**config.mk**
```make
export PLATFORM = sky130hd
export DESIGN_NAME = spi_master_param_flat
export DESIGN_NICKNAME = d
export VERILOG_FILES = /design/src/rtl/spi_master_param_if.sv /design/src/rtl/spi_master_param.sv /design/src/flat_wrapper.sv
export SDC_FILE = /design/constraint.sdc
export NUM_CORES = 1
export LEC_CHECK = 0
export CORE_MARGIN = 4
export CORE_UTILIZATION = 45
export DETAILED_ROUTE_END_ITERATION = 12
export GPL_TIMING_DRIVEN = 1
export PLACE_DENSITY = 0.78
export SYNTH_ARGS = -nofsm -noshare
export SYNTH_HDL_FRONTEND = slang
export SYNTH_SLANG_ARGS = --single-unit
```
**constraint.sdc**
```tcl
create_clock -name clk -period 3.7 [get_ports clk]
set_clock_uncertainty 0.2 [all_clocks]
set_input_delay 0.74 -clock clk [delete_from_list [all_inputs] [get_ports clk]]
set_output_delay 0.74 -clock clk [all_outputs]
set_load 0.02 [all_outputs]
```
**src/rtl/spi_master_param_if.sv**
```systemverilog
// Bus bundle for spi_master_param: host request/response and the SPI pins.
// The master modport is the controller's view; slave is the host/pin side.
interface spi_master_param_if #(
  parameter int DATA_W = 8,
  parameter int NUM_SS = 2
);
  localparam int SS_W = (NUM_SS > 1) ? $clog2(NUM_SS) : 1;

  logic              start;
  logic [DATA_W-1:0] tx_data;
  logic [SS_W-1:0]   ss_sel;
  logic              cpol;
  logic              cpha;
  logic              miso;
  logic              sclk;
  logic              mosi;
  logic [NUM_SS-1:0] ss_n;
  logic              busy;
  logic              done;
  logic [DATA_W-1:0] rx_data;

  modport master (
    input  start, tx_data, ss_sel, cpol, cpha, miso,
    output sclk, mosi, ss_n, busy, done, rx_data
  );

  modport slave (
    output start, tx_data, ss_sel, cpol, cpha, miso,
    input  sclk, mosi, ss_n, busy, done, rx_data
  );
endinterface

```
**src/rtl/spi_master_param.sv**
```systemverilog
// Full-duplex SPI master, MSB first, runtime-selectable CPOL/CPHA.
// Frame: LEAD and TRAIL guard phases of CLK_DIV cycles around 2*DATA_W SCLK edges.
module spi_master_param #(
  parameter int DATA_W  = 8,
  parameter int NUM_SS  = 2,
  parameter int CLK_DIV = 2
) (
  input logic               clk,
  input logic               rst,
  spi_master_param_if.master bus
);
  localparam int SS_W   = (NUM_SS > 1) ? $clog2(NUM_SS) : 1;
  localparam int DIV_W  = (CLK_DIV > 1) ? $clog2(CLK_DIV) : 1;
  localparam int EDGE_W = $clog2(2 * DATA_W);

  typedef enum logic [1:0] {IDLE, LEAD, XFER, TRAIL} state_t;

  state_t            state, state_nxt;
  logic [DIV_W-1:0]  div_cnt;
  logic [EDGE_W-1:0] edge_cnt;
  logic [DATA_W-1:0] tx_sr, rx_sr, rx_data_q;
  logic [SS_W-1:0]   ss_q;
  logic              cpol_q, cpha_q, sclk_q, mosi_q, done_q;
  logic [NUM_SS-1:0] ss_n;
  logic              tick, last_edge, accept;

  assign tick      = (div_cnt == DIV_W'(CLK_DIV - 1));
  assign last_edge = (edge_cnt == EDGE_W'(2 * DATA_W - 1));
  assign accept    = (state == IDLE) && bus.start;

  always_ff @(posedge clk) begin
    if (!rst) state <= IDLE;
    else      state <= state_nxt;
  end

  always_comb begin
    state_nxt = state;
    case (state)
      IDLE:  if (bus.start)        state_nxt = LEAD;
      LEAD:  if (tick)             state_nxt = XFER;
      XFER:  if (tick && last_edge) state_nxt = TRAIL;
      TRAIL: if (tick)             state_nxt = IDLE;
      default:                     state_nxt = IDLE;
    endcase
  end

  always_ff @(posedge clk) begin
    if (!rst) begin
      div_cnt   <= '0;
      edge_cnt  <= '0;
      tx_sr     <= '0;
      rx_sr     <= '0;
      rx_data_q <= '0;
      ss_q      <= '0;
      cpol_q    <= 1'b0;
      cpha_q    <= 1'b0;
      sclk_q    <= 1'b0;
      mosi_q    <= 1'b0;
      done_q    <= 1'b0;
    end else begin
      done_q <= 1'b0;
      if (state == IDLE || tick) div_cnt <= '0;
      else                       div_cnt <= div_cnt + DIV_W'(1);

      if (accept) begin
        cpol_q   <= bus.cpol;
        cpha_q   <= bus.cpha;
        ss_q     <= bus.ss_sel;
        sclk_q   <= bus.cpol;
        mosi_q   <= bus.tx_data[DATA_W-1];
        // CPHA=1 re-presents the MSB on the first leading edge, so keep it in the register.
        tx_sr    <= bus.cpha ? bus.tx_data : (bus.tx_data << 1);
        rx_sr    <= '0;
        edge_cnt <= '0;
      end

      if (state == XFER && tick) begin
        sclk_q   <= ~sclk_q;
        edge_cnt <= edge_cnt + EDGE_W'(1);
        // Even edge index = leading edge; sample on leading when cpha=0, trailing when cpha=1.
        if (edge_cnt[0] == cpha_q) begin
          rx_sr <= {rx_sr[DATA_W-2:0], bus.miso};
        end else if (!last_edge) begin
          mosi_q <= tx_sr[DATA_W-1];
          tx_sr  <= tx_sr << 1;
        end
      end

      if (state == TRAIL && tick) begin
        done_q    <= 1'b1;
        rx_data_q <= rx_sr;
      end
    end
  end

  // An out-of-range ss_q matches no line, so all selects stay high.
  always_comb begin
    ss_n = '1;
    for (int i = 0; i < NUM_SS; i++)
      if (state != IDLE && ss_q == SS_W'(i)) ss_n[i] = 1'b0;
  end

  assign bus.ss_n    = ss_n;
  assign bus.sclk    = sclk_q;
  assign bus.mosi    = (state != IDLE) && mosi_q;
  assign bus.busy    = (state != IDLE);
  assign bus.done    = done_q;
  assign bus.rx_data = rx_data_q;
endmodule

```
**src/flat_wrapper.sv**
```systemverilog
// flat-port wrapper written by rule: the top's interface ports become plain ports
module spi_master_param_flat 
#(
  parameter int DATA_W  = 8,
  parameter int NUM_SS  = 2,
  parameter int CLK_DIV = 2
)
  (clk, rst, bus_start, bus_tx_data, bus_ss_sel, bus_cpol, bus_cpha, bus_miso, bus_sclk, bus_mosi, bus_ss_n, bus_busy, bus_done, bus_rx_data);
  spi_master_param_if #(.DATA_W(DATA_W), .NUM_SS(NUM_SS)) bus_i ();
  input logic clk;
  input logic rst;
  input wire logic [$bits(bus_i.start)-1:0] bus_start;
  input wire logic [$bits(bus_i.tx_data)-1:0] bus_tx_data;
  input wire logic [$bits(bus_i.ss_sel)-1:0] bus_ss_sel;
  input wire logic [$bits(bus_i.cpol)-1:0] bus_cpol;
  input wire logic [$bits(bus_i.cpha)-1:0] bus_cpha;
  input wire logic [$bits(bus_i.miso)-1:0] bus_miso;
  output wire logic [$bits(bus_i.sclk)-1:0] bus_sclk;
  output wire logic [$bits(bus_i.mosi)-1:0] bus_mosi;
  output wire logic [$bits(bus_i.ss_n)-1:0] bus_ss_n;
  output wire logic [$bits(bus_i.busy)-1:0] bus_busy;
  output wire logic [$bits(bus_i.done)-1:0] bus_done;
  output wire logic [$bits(bus_i.rx_data)-1:0] bus_rx_data;
  assign bus_i.start = bus_start;
  assign bus_i.tx_data = bus_tx_data;
  assign bus_i.ss_sel = bus_ss_sel;
  assign bus_i.cpol = bus_cpol;
  assign bus_i.cpha = bus_cpha;
  assign bus_i.miso = bus_miso;
  assign bus_sclk = bus_i.sclk;
  assign bus_mosi = bus_i.mosi;
  assign bus_ss_n = bus_i.ss_n;
  assign bus_busy = bus_i.busy;
  assign bus_done = bus_i.done;
  assign bus_rx_data = bus_i.rx_data;
  spi_master_param #(.DATA_W(DATA_W), .NUM_SS(NUM_SS), .CLK_DIV(CLK_DIV)) u_core (.clk(clk), .rst(rst), .bus(bus_i));
endmodule
```
Word-level counts from Yosys, hierarchy flattened
Cells that the tools add are included.
{"block": "classes", "n_addsub": 2, "eq_ne": 9, "n_mux": 24, "bitwise": 3, "n_reduce_logical": 13}
{"op": "$mux W8", "count": 8}
{"op": "$mux W1", "count": 9}
{"op": "$mux W2", "count": 4}
{"op": "$mux W4", "count": 2}
{"op": "$pmux W2 S4", "count": 1}
{"op": "$logic_and A1 B1 Y1", "count": 7}
{"op": "$ne A2 B1 Y1 const B", "count": 3}
{"op": "$add A4 B1 Y4 const B", "count": 1}
{"op": "$eq A2 B2 Y1 const B", "count": 2}
{"op": "$eq A4 B4 Y1 const B", "count": 1}
{"op": "$reduce_and A4 Y1", "count": 1}
{"op": "$reduce_bool A2 Y1", "count": 2}
{"op": "$not A1 Y1", "count": 3}
{"op": "$eq A2 B1 Y1 const B", "count": 1}
{"op": "$logic_not A2 Y1", "count": 1}
{"op": "$ne A2 B2 Y1 const B", "count": 1}
{"op": "$reduce_or A2 Y1", "count": 1}
{"op": "$add A1 B1 Y1 const B", "count": 1}
{"op": "$eq A1 B1 Y1", "count": 1}
{"op": "$logic_or A1 B1 Y1", "count": 1}
{"block": "word_totals", "regBits": 36, "inputBits": 15, "word_cells": 62}

Logic depth before layout (Yosys ltp)
Gate-level depths: netlist of run 1.
{"block": "logic_depth", "ltp_word": 6, "ltp_mapped": 8, "ltp_nobuf": 6}

Worst setup path before layout of run 1
No wires, ideal clock.
{"block": "synth_path", "path_type": "flip-flop to output port", "startpoint": "register u_core.state[0]", "endpoint": "output port bus_ss_n[1]", "arrival_ps": 1031, "path_slack_ps": 1729, "path_stages_with_launch": 5, "cell_sequence": "dfxtp_1 -> inv_1 -> ha_1 -> inv_1 -> nand2_1"}
{"block": "synth_between", "elab_chain_len": 3}
{"element": "start, declared", "line": "spi_master_param.sv:18", "rtl": "state_t state, state_nxt;"}
{"element": "start signal, assigned", "line": "spi_master_param.sv:33", "rtl": "else state <= state_nxt;"}
{"element": "$reduce_bool A2 Y1"}
{"element": "via bus_busy", "line": "flat_wrapper.sv:21", "rtl": "output wire logic [$bits(bus_i.busy)-1:0] bus_busy;"}
{"element": "$logic_and A1 B1 Y1", "line": "spi_master_param.sv:100", "rtl": "if (state != IDLE && ss_q == SS_W'(i)) ss_n[i] = 1'b0;"}
{"element": "$mux W1", "line": "spi_master_param.sv:100"}
{"element": "end, declared", "line": "flat_wrapper.sv:20", "rtl": "output wire logic [$bits(bus_i.ss_n)-1:0] bus_ss_n;"}
The timed path passes the listed nets, and every way through them passes these cells.

Final worst setup path of run 1
{"block": "layout_path", "startpoint": "register u_core.state[0]", "endpoint": "output port bus_ss_n[0]"}
{"block": "layout_between", "elab_chain_len": 3}
{"element": "$reduce_bool A2 Y1", "line": "spi_master_param.sv:100"}
{"element": "$logic_and A1 B1 Y1", "line": "spi_master_param.sv:100"}
{"element": "$mux W1", "line": "spi_master_param.sv:100"}
Every way passes these cells.

==> metrics list, run 1 <==
* Kind of end point of the critical path: primary output
* Power share of the clock group: 24.2%
- Per report_power, the combinational group accounts for 30.6% of the total.
* FFs w/ async S/R, synth: 0%
- Buffer levels on the longest clock path: 2
* Detailed placer's ending HPWL: 2250 um
- Slowest-stage cell, CP: sky130_fd_sc_hd__clkdlybuf4s50_1
- Startpoint class of the critical path: flip-flop
- In this run, synthesis inferred 0 flip-flops with an integrated enable.
* Pre-antenna DRT Iters: 4
- Data required time of the worst path: 2.76 ns
- Hold is met by approximately 0.25 ns.
* Port Buffers: 28
- Shortest clock period the worst path allows after layout: roughly 2.8 ns
- RSZ-0062 raised after global routing: false
- RD Place Congestion: between 0.7 and 0.8
- Kind of cell with the highest combined delay on the critical path: buffers and inverters
- Counting distinct cell types in the post-synthesis netlist gives 32.
- Max-slew violations: 0
- The worst setup path is of the flip-flop to primary output kind.
- Longest individual stage delay on the worst path: approximately 0.54 ns
- Maximum operating frequency: ~360 MHz
* Gate Count Post-Synth: 200
* Worst-Margin Slew: about 0.60 ns
- Of the total power, the share spent switching nets is 33.6%.
* Root buf cell: sky130_fd_sc_hd__clkbuf_8
- The H-tree generated during clock tree synthesis spans 2 levels.
- DRT iter0 DRCs: 62
- Entering global routing, the biggest net connects 45 pins.
- CTS-repair resized insts: 0
* Global-route wire length before repair: approximately 5400 um
- Dividing the detail-routed via count by the number of cells gives 5.06.
- Via count of the first global-routing pass: around 1200
- Source-to-sink clock delay at the later pin of the worst-skew pair: around 0.28 ns
- Global routing used between 10% and 20% of the available tracks.
* DRT antenna net count: 0
- In the routed design, unresolved DRC markers number 0.
- Wirelength, routed: approximately 3100 um
* Post-CTS setup buffer count: 0
* Startpoint of the worst setup timing path: u_core.state[0]
- The finished layout holds 270 standard cells, fillers aside.
- Core outline area: roughly 3700 um^2
- Number of clock sinks: 36
* Boundary Pins: 29
* Width of the chip: 69.7 um
* Number of nets produced by synthesis: 221
- Clock edge transition at the registers on the reported setup and hold paths: 0.07 ns
* CP max FO: 7
* Result of the run: finished clean
* Part of the power in registers: between 40% and 50%
* Clock buffer count from CTS: 5
- Dominant synthesized flop cell: sky130_fd_sc_hd__dfxtp_1
- The floorplan has 22 rows.
- Measured against its own limit, the worst slew margin works out to between 60% and 70%.
- The repair_antennas step left the layout with diodes totalling 0.
- After clock tree synthesis, the flow added hold-fix buffers numbering 0.
- Worst Path Buf+Inv: 2
* Number of antenna violations at the first check in global routing: 0
- Maximum capacitance violations: 0
- Effective utilization at floorplan: 46.8%
- STA puts the critical path data arrival time at 1.87 ns.
* Fin. Hold Viols: 0
* Die footprint: roughly 4900 um^2
* Power density relative to cell area: 513 nW/um^2
- The total overflow left after global routing is 0.
- The final critical path takes up ~76% of the cycle.
- Post-Syn Area: approximately 1700 um^2
* Count of vias placed by the detailed router: around 1400
* Switching component of the power: between 0.0003 and 0.0004 W
- Hold Path Origin: u_core.tx_sr[6]
* Setup Viol. Count Final: 0
* Nets: 243
* Detail-routed net length per standard cell: about 12 um
- The internal power of the cells totals between 0.0006 and 0.0007 W.
* Worst ir drop on vdd: roughly 0.30 mV
- Synth Register Bits: 36
* Area added between synthesis and finish: 20.1%
* CTS tree: yes
- Each instance of the synthesized netlist takes up on average about 8.6 um^2.
- The die is ~70 um tall.
- During synthesis, Yosys emitted a total of 0 warnings.
* Sum of negative setup slack: 0 ns
* Type of the tightest min-delay check: flip-flop to flip-flop
* Pleak: around 0.8 nW
* Share of post-route cells with drive strength above 1: 4.95%
- The worst register-to-register path begins at u_core.state[0].
- After detailed placement, the design holds a cell count of 263.
* Worst-path cell chain: inv_1 -> ha_1 -> or2_2 -> clkdlybuf4s50_1
* Register area share after synthesis: between 40% and 50%
[cell families (layout without fill, tap and decap cells)]
logic type      after synthesis  count (layout)  share of synthesized area, %
fa+ha+maj                     6               6                          4.38
buf+inv                      19              41                          5.84
flops                        36              36                          42.1
xor+xnor                      1               1                         0.950
compound gates               45              45                          18.9
mux                           8               8                          4.68
simple gates                 85              85                          23.2
[power by group through the flow]
| stage | logic [W] | clock network, W | registers, W |
|---|---|---|---|
| CTS | 0.000328 | 0.000264 | 0.000476 |
| detailed placement | 0.000326 | 0 | 0.000485 |
| global placement | 0.000320 | 0 | 0.000483 |
| global route | 0.000359 | 0.000278 | 0.000483 |
| finish | 0.000323 | 0.000256 | 0.000476 |
| floorplan | 0.000250 | 0 | 0.000471 |
[routing by layer]
metal,share of wire (%),vias up,global-route usage [%]
met4,1.4,0,4.47
met2,44,27,21.9
met5,0,-,0
met3,5.7,5,5.07
li1,-,735,-
met1,48,598,16.3
[tightest hold or removal path: cells and delay by family, from the launching register on]
family	cells	cell delay, ns
AOI/OAI and AO/OA	1	0.05
DFF	1	0.31
and+or+nand+nor	1	0.05
[cells in the mapped netlist, drive strengths merged, types with 2 or more instances]
| cell | number | share of area [%] |
|---|---|---|
| mux2i | 8 | 4.7 |
| nor2 | 5 | 1.1 |
| a21oi | 2 | 0.58 |
| clkbuf | 7 | 1.5 |
| nor2b | 3 | 1.1 |
| buf | 7 | 3.2 |
| nand3b | 2 | 1.6 |
| nand3 | 19 | 5.6 |
| o2111ai | 7 | 3.6 |
| ha | 6 | 4.4 |
| and2 | 3 | 1.1 |
| dfxtp | 36 | 42 |
| nand2b | 2 | 0.73 |
| inv | 5 | 1.1 |
| nand2 | 46 | 10 |
| a21boi | 19 | 8.3 |
| and3 | 3 | 1.1 |
| o21ai | 11 | 3.2 |
[path summary, 6_finish.rpt]
| path | endpoint | slack (ns) | cells after the start |
|---|---|---|---|
| setup / recovery | bus_ss_n[0] | 0.89 | 4 |
| hold / removal | u_core.tx_sr[7] | 0.25 | 2 |
| setup reg to reg | u_core.edge_cnt[3] | 1.58 | 5 |
| hold reg to reg | u_core.tx_sr[7] | 0.25 | 2 |
[layout by cell type (no fill, tap or decap), drive strengths merged, types with 6 or more instances in the layout]
cell and count:
nand3 19, nand2 46, a21boi 19, mux2i 8, o2111ai 7, clkbuf 6
clkdlybuf4s50 28, ha 6, o21ai 11, dfxtp 36
[flip-flops by register name, summed over array words and instances (netlist names)]
name                count
u_core.bus.done         1
u_core.bus.rx_data      8
u_core.bus.sclk         1
u_core.cpha_q           1
u_core.div_cnt          1
u_core.edge_cnt         4
u_core.mosi_q           1
u_core.rx_sr            8
u_core.ss_q             1
u_core.state            2
u_core.tx_sr            8
[stage by stage]
step | power (W) | instance area (um^2) | util (%) | worst slack, ns
6_report | 0.00105 | 2060 | 56.2 | 0.892
5_1_grt | 0.00112 | 2060 | 56.2 | 0.786
4_1_cts | 0.00107 | 2060 | 56.2 | 0.887
3_5_place_dp | 0.000810 | 1980 | 54.1 | 1.08
3_3_place_gp | 0.000804 | 1980 | 54.1 | 1.08
2_1_floorplan | 0.000721 | 1710 | - | 1.73
[layout make-up]
class                   instances  area, um^2
clock inverters                 1        5.00
well taps                      48        60.1
repair buffers                 29         288
clock buffers                   6        72.6
multi-input cells             145         892
fillers                       352        1600
flip-flops and latches         36         721
inverters                       5        18.8
(Power assumes the default switching activity.)
==> run 2, diff against run 1 <==
--- a/config.mk
+++ b/config.mk
@@ -9,7 +9,7 @@
 export CORE_UTILIZATION = 45
 export DETAILED_ROUTE_END_ITERATION = 12
 export GPL_TIMING_DRIVEN = 1
-export PLACE_DENSITY = 0.78
+export PLACE_DENSITY = 0.81
 export SYNTH_ARGS = -nofsm -noshare
 export SYNTH_HDL_FRONTEND = slang
 export SYNTH_SLANG_ARGS = --single-unit
==> constraint.sdc (replaced) <==
create_clock -name clk -period 2.55 [get_ports clk]
set_clock_uncertainty 0.2 [all_clocks]
set_input_delay 0.51 -clock clk [delete_from_list [all_inputs] [get_ports clk]]
set_output_delay 0.51 -clock clk [all_outputs]
set_load 0.02 [all_outputs]
==> metrics list, run 2 (synthesis gave the netlist of run 1 again) <==
* Width of the chip: 69.7 um (unchanged)
* Clock edge transition at the registers on the reported setup and hold paths: 0.07 ns (about the same)
- The endpoint kind of the worst setup timing path was a primary output (unchanged).
* Shortest clock period the worst path allows after layout: around 2.4 ns
- The clock insertion delay at the later pin of the skew report was 0.28 ns (about the same).
- Kind of cell with the highest combined delay on the critical path: buffers and inverters (unchanged)
* Core outline area: 3660 um^2 (unchanged)
- The effective utilization at floorplan is 46.8% (unchanged).
- The H-tree depth is 2 (unchanged).
* Setup Viol. Count Final: 0 (unchanged)
- The worst voltage drop across the vdd grid is 0.445 mV (was 0.297 mV).
- The max-slew headroom at the worst pin is 63.0% (was 60.3%).
- Post-layout power: 0.00166 W (was 0.00105 W)
- The setup TNS after final layout is 0 ns (unchanged).
- Height of the die: 69.7 um (unchanged)
- Total gr overflow: 0 (unchanged)
- Number of clock sinks: 36 (unchanged)
- Slowest-stage cell, CP: sky130_fd_sc_hd__clkdlybuf4s50_1 (unchanged)
* Wirelength, routed: 3360 um (was 3110 um)
* Reg2reg end: u_core.rx_sr[3] (was u_core.edge_cnt[3])
* Worst-Margin Slew: 0.553 ns (was 0.595 ns)
- Minimum setup slack among reg-to-reg paths: 0.70 ns (was 1.58 ns)
- The via count of the first global-routing pass was 1329 (was 1237).
- Number of antenna violations at the first check in global routing: 0 (unchanged)
* Buffer levels on the longest clock path: 2 (unchanged)
- Die footprint: 4860 um^2 (unchanged)
* Row Count: 22 (unchanged)
- Result of the run: finished clean (unchanged).
* Port Buffers: 28 (unchanged)
* Kind of critical path: flip-flop to primary output (unchanged)
- The global routing usage summed across all routing layers came to 14.2% (was 13.5%).
- The number of cells on the worst hold path was 2 (unchanged).
- The total inserted antenna cells was 0 (unchanged).
* Area occupied by multi-input gates: 895 um^2 (was 892 um^2)
* Hold Path Origin: u_core.tx_sr[6] (unchanged)
- RSZ-0062 raised after global routing: false (unchanged).
- DRT iter0 DRCs: 62 (unchanged)
- The hold violation count in the final report was 0 (unchanged).
- Pre-antenna DRT Iters: 4 (unchanged)
- Reg2reg start: u_core.div_cnt (was u_core.state[0])
* Clock buffer count from CTS: 5 (unchanged)
* Data arrival time of the critical path: 1.71 ns (was 1.87 ns)
* Worst slack at placement: 0.275 ns (was 1.08 ns)
- Hold Buf Count CTS: 0 (unchanged)
- The worst setup slack after layout came to 0.130 ns (was 0.892 ns).
* Nets: 245 (was 243)
- Share of post-route cells with drive strength above 1: 7.11% (was 4.95%)
- The detail-routed net length per standard cell is 12.3 um (was 11.5 um).
* Post-route clock period utilization: 94.9%
- The top fanout value on the critical path came to 7 (unchanged).
* Global-route wire length before repair: 5670 um (was 5350 um)
- Maximum operating frequency: between 400 and 500 MHz
- Highest-count cells in the layout ignoring fill and taps: sky130_fd_sc_hd__nand2_1, sky130_fd_sc_hd__dfxtp_1, sky130_fd_sc_hd__clkdlybuf4s50_1 (unchanged)
- Max-slew violations: 0 (unchanged)
- DRT antenna net count: 0 (unchanged)
* Sequential cell area in the final layout: 721 um^2 (unchanged)
* CTS tree: yes (unchanged)
- Maximum number of pins on one net before global-route repair: 45 (unchanged)
- Type of the tightest min-delay check: flip-flop to flip-flop (unchanged)
- The worst reg-to-reg path cell count is 4 (was 5).
* Longest individual stage delay on the worst path: 0.59 ns (was 0.54 ns)
- Worst Path Buf+Inv: 3 (was 2)
* Boundary Pins: 29 (unchanged)
* Area added between synthesis and finish: 23.2% (was 20.1%)
- Routed via count divided by cell count: 5.27 (was 5.06)
* Root buf cell: sky130_fd_sc_hd__clkbuf_8 (unchanged)
* Detailed placer's ending HPWL: 2370 um (was 2250 um)
* Data required time of the worst path: 1.84 ns (was 2.76 ns)
- Counting stages on the worst path, the most repeated cell is sky130_fd_sc_hd__inv_1.
- Maximum capacitance violations: 0 (unchanged)
- The final routed DRC violation total came to 0 (unchanged).
- The number of fill cells was 337 (was 352).
- Worst-path cell chain: inv_1 -> ha_2 -> inv_1 -> nand2_1 -> clkdlybuf4s50_1 (was inv_1 -> ha_1 -> or2_2 -> clkdlybuf4s50_1).
- RD Place Congestion: 0.761 (was 0.783)
- The end point of the most critical hold path is u_core.tx_sr[7] (unchanged).
* Count of vias placed by the detailed router: 1438 (was 1365)
- The leakage power was 0.838 nW (was 0.798 nW).
* Post-CTS setup buffer count: 0 (unchanged)
- Most common cell after layout, fill and taps aside: sky130_fd_sc_hd__nand2_1 (unchanged)
- The startpoint class of the critical path is a flip-flop (unchanged).
* Power density relative to cell area: 788 nW/um^2 (was 513 nW/um^2)
## run 2: cell count changes in the layout (fill, tap and decap cells not counted), sizes merged
cell           before  now
bufinv              0    1
clkbuf              6    5
clkdlybuf4s50      28   26
clkinvlp            0    1
dlymetal6s2s        0    1
buf                 1    3
dlygate4sd2         0    1
## run 2: area by class of cell
class	count	share of cell area [%]
Clock buffer	5	3.26
Clock inverter	3	2.02
Inverter	5	0.890
Multi-Input combinational cell	145	42.4
Sequential cell	36	34.2
Tap cell	48	2.85
Timing Repair Buffer	31	14.4
## run 2: how the worst max path moves through the flow
stage	startpoint	to	slack, ns	depth (start not counted)
2_1_floorplan	u_core.state[0]	bus_ss_n[1]	0.81	4
3_3_place_gp	u_core.state[0]	bus_ss_n[0]	0.31	4
3_5_place_dp	u_core.state[0]	bus_ss_n[0]	0.28	4
4_1_cts	u_core.state[0]	bus_mosi	0.05	4
5_1_grt	u_core.state[0]	bus_ss_n[1]	0.05	5
6_report	u_core.state[0]	bus_ss_n[1]	0.13	5
## run 2: worst reg2reg max path: cells and delay by family, from the launching register on
family | cells | cell delay (ns)
AOI/OAI and AO/OA | 1 | 0.14
and+or+nand+nor | 3 | 0.83
DFF | 1 | 0.62
## run 2: stage by stage
step | utilization (%) | hold WS (ns) | area (um^2) | cells
2_1_floorplan | - | 0.228 | 1710 | 200
3_3_place_gp | 54.5 | 0.237 | 1990 | 265
3_5_place_dp | 54.5 | 0.241 | 1990 | 265
4_1_cts | 57.5 | 0.252 | 2100 | 273
5_1_grt | 57.6 | 0.268 | 2110 | 273
6_report | 57.6 | 0.251 | 2110 | 273
## run 2: report_power, final
part | leakage (nW) | switching [W] | internal [W]
clock network | 0.0541 | 0.000201 | 0.000289
registers | 0.293 | 0.0000622 | 0.000629
logic | 0.491 | 0.000276 | 0.000205
total | 0.838 | 0.000540 | 0.00112
## run 2: timing repair
item	CTS	global route
hold endpoints to repair	0	0
gates resized for setup	1	2
endpoints found under the setup margin	1	2
## run 2: layer usage
metal	routed length, um	track usage [%]	share of wire [%]	vias to the layer above
met5	0	0	0	-
met4	65	6.17	1.9	0
met3	149	4.35	4.4	8
met2	1610	24.2	48	34
met1	1530	16.4	46	667
li1	-	-	-	729
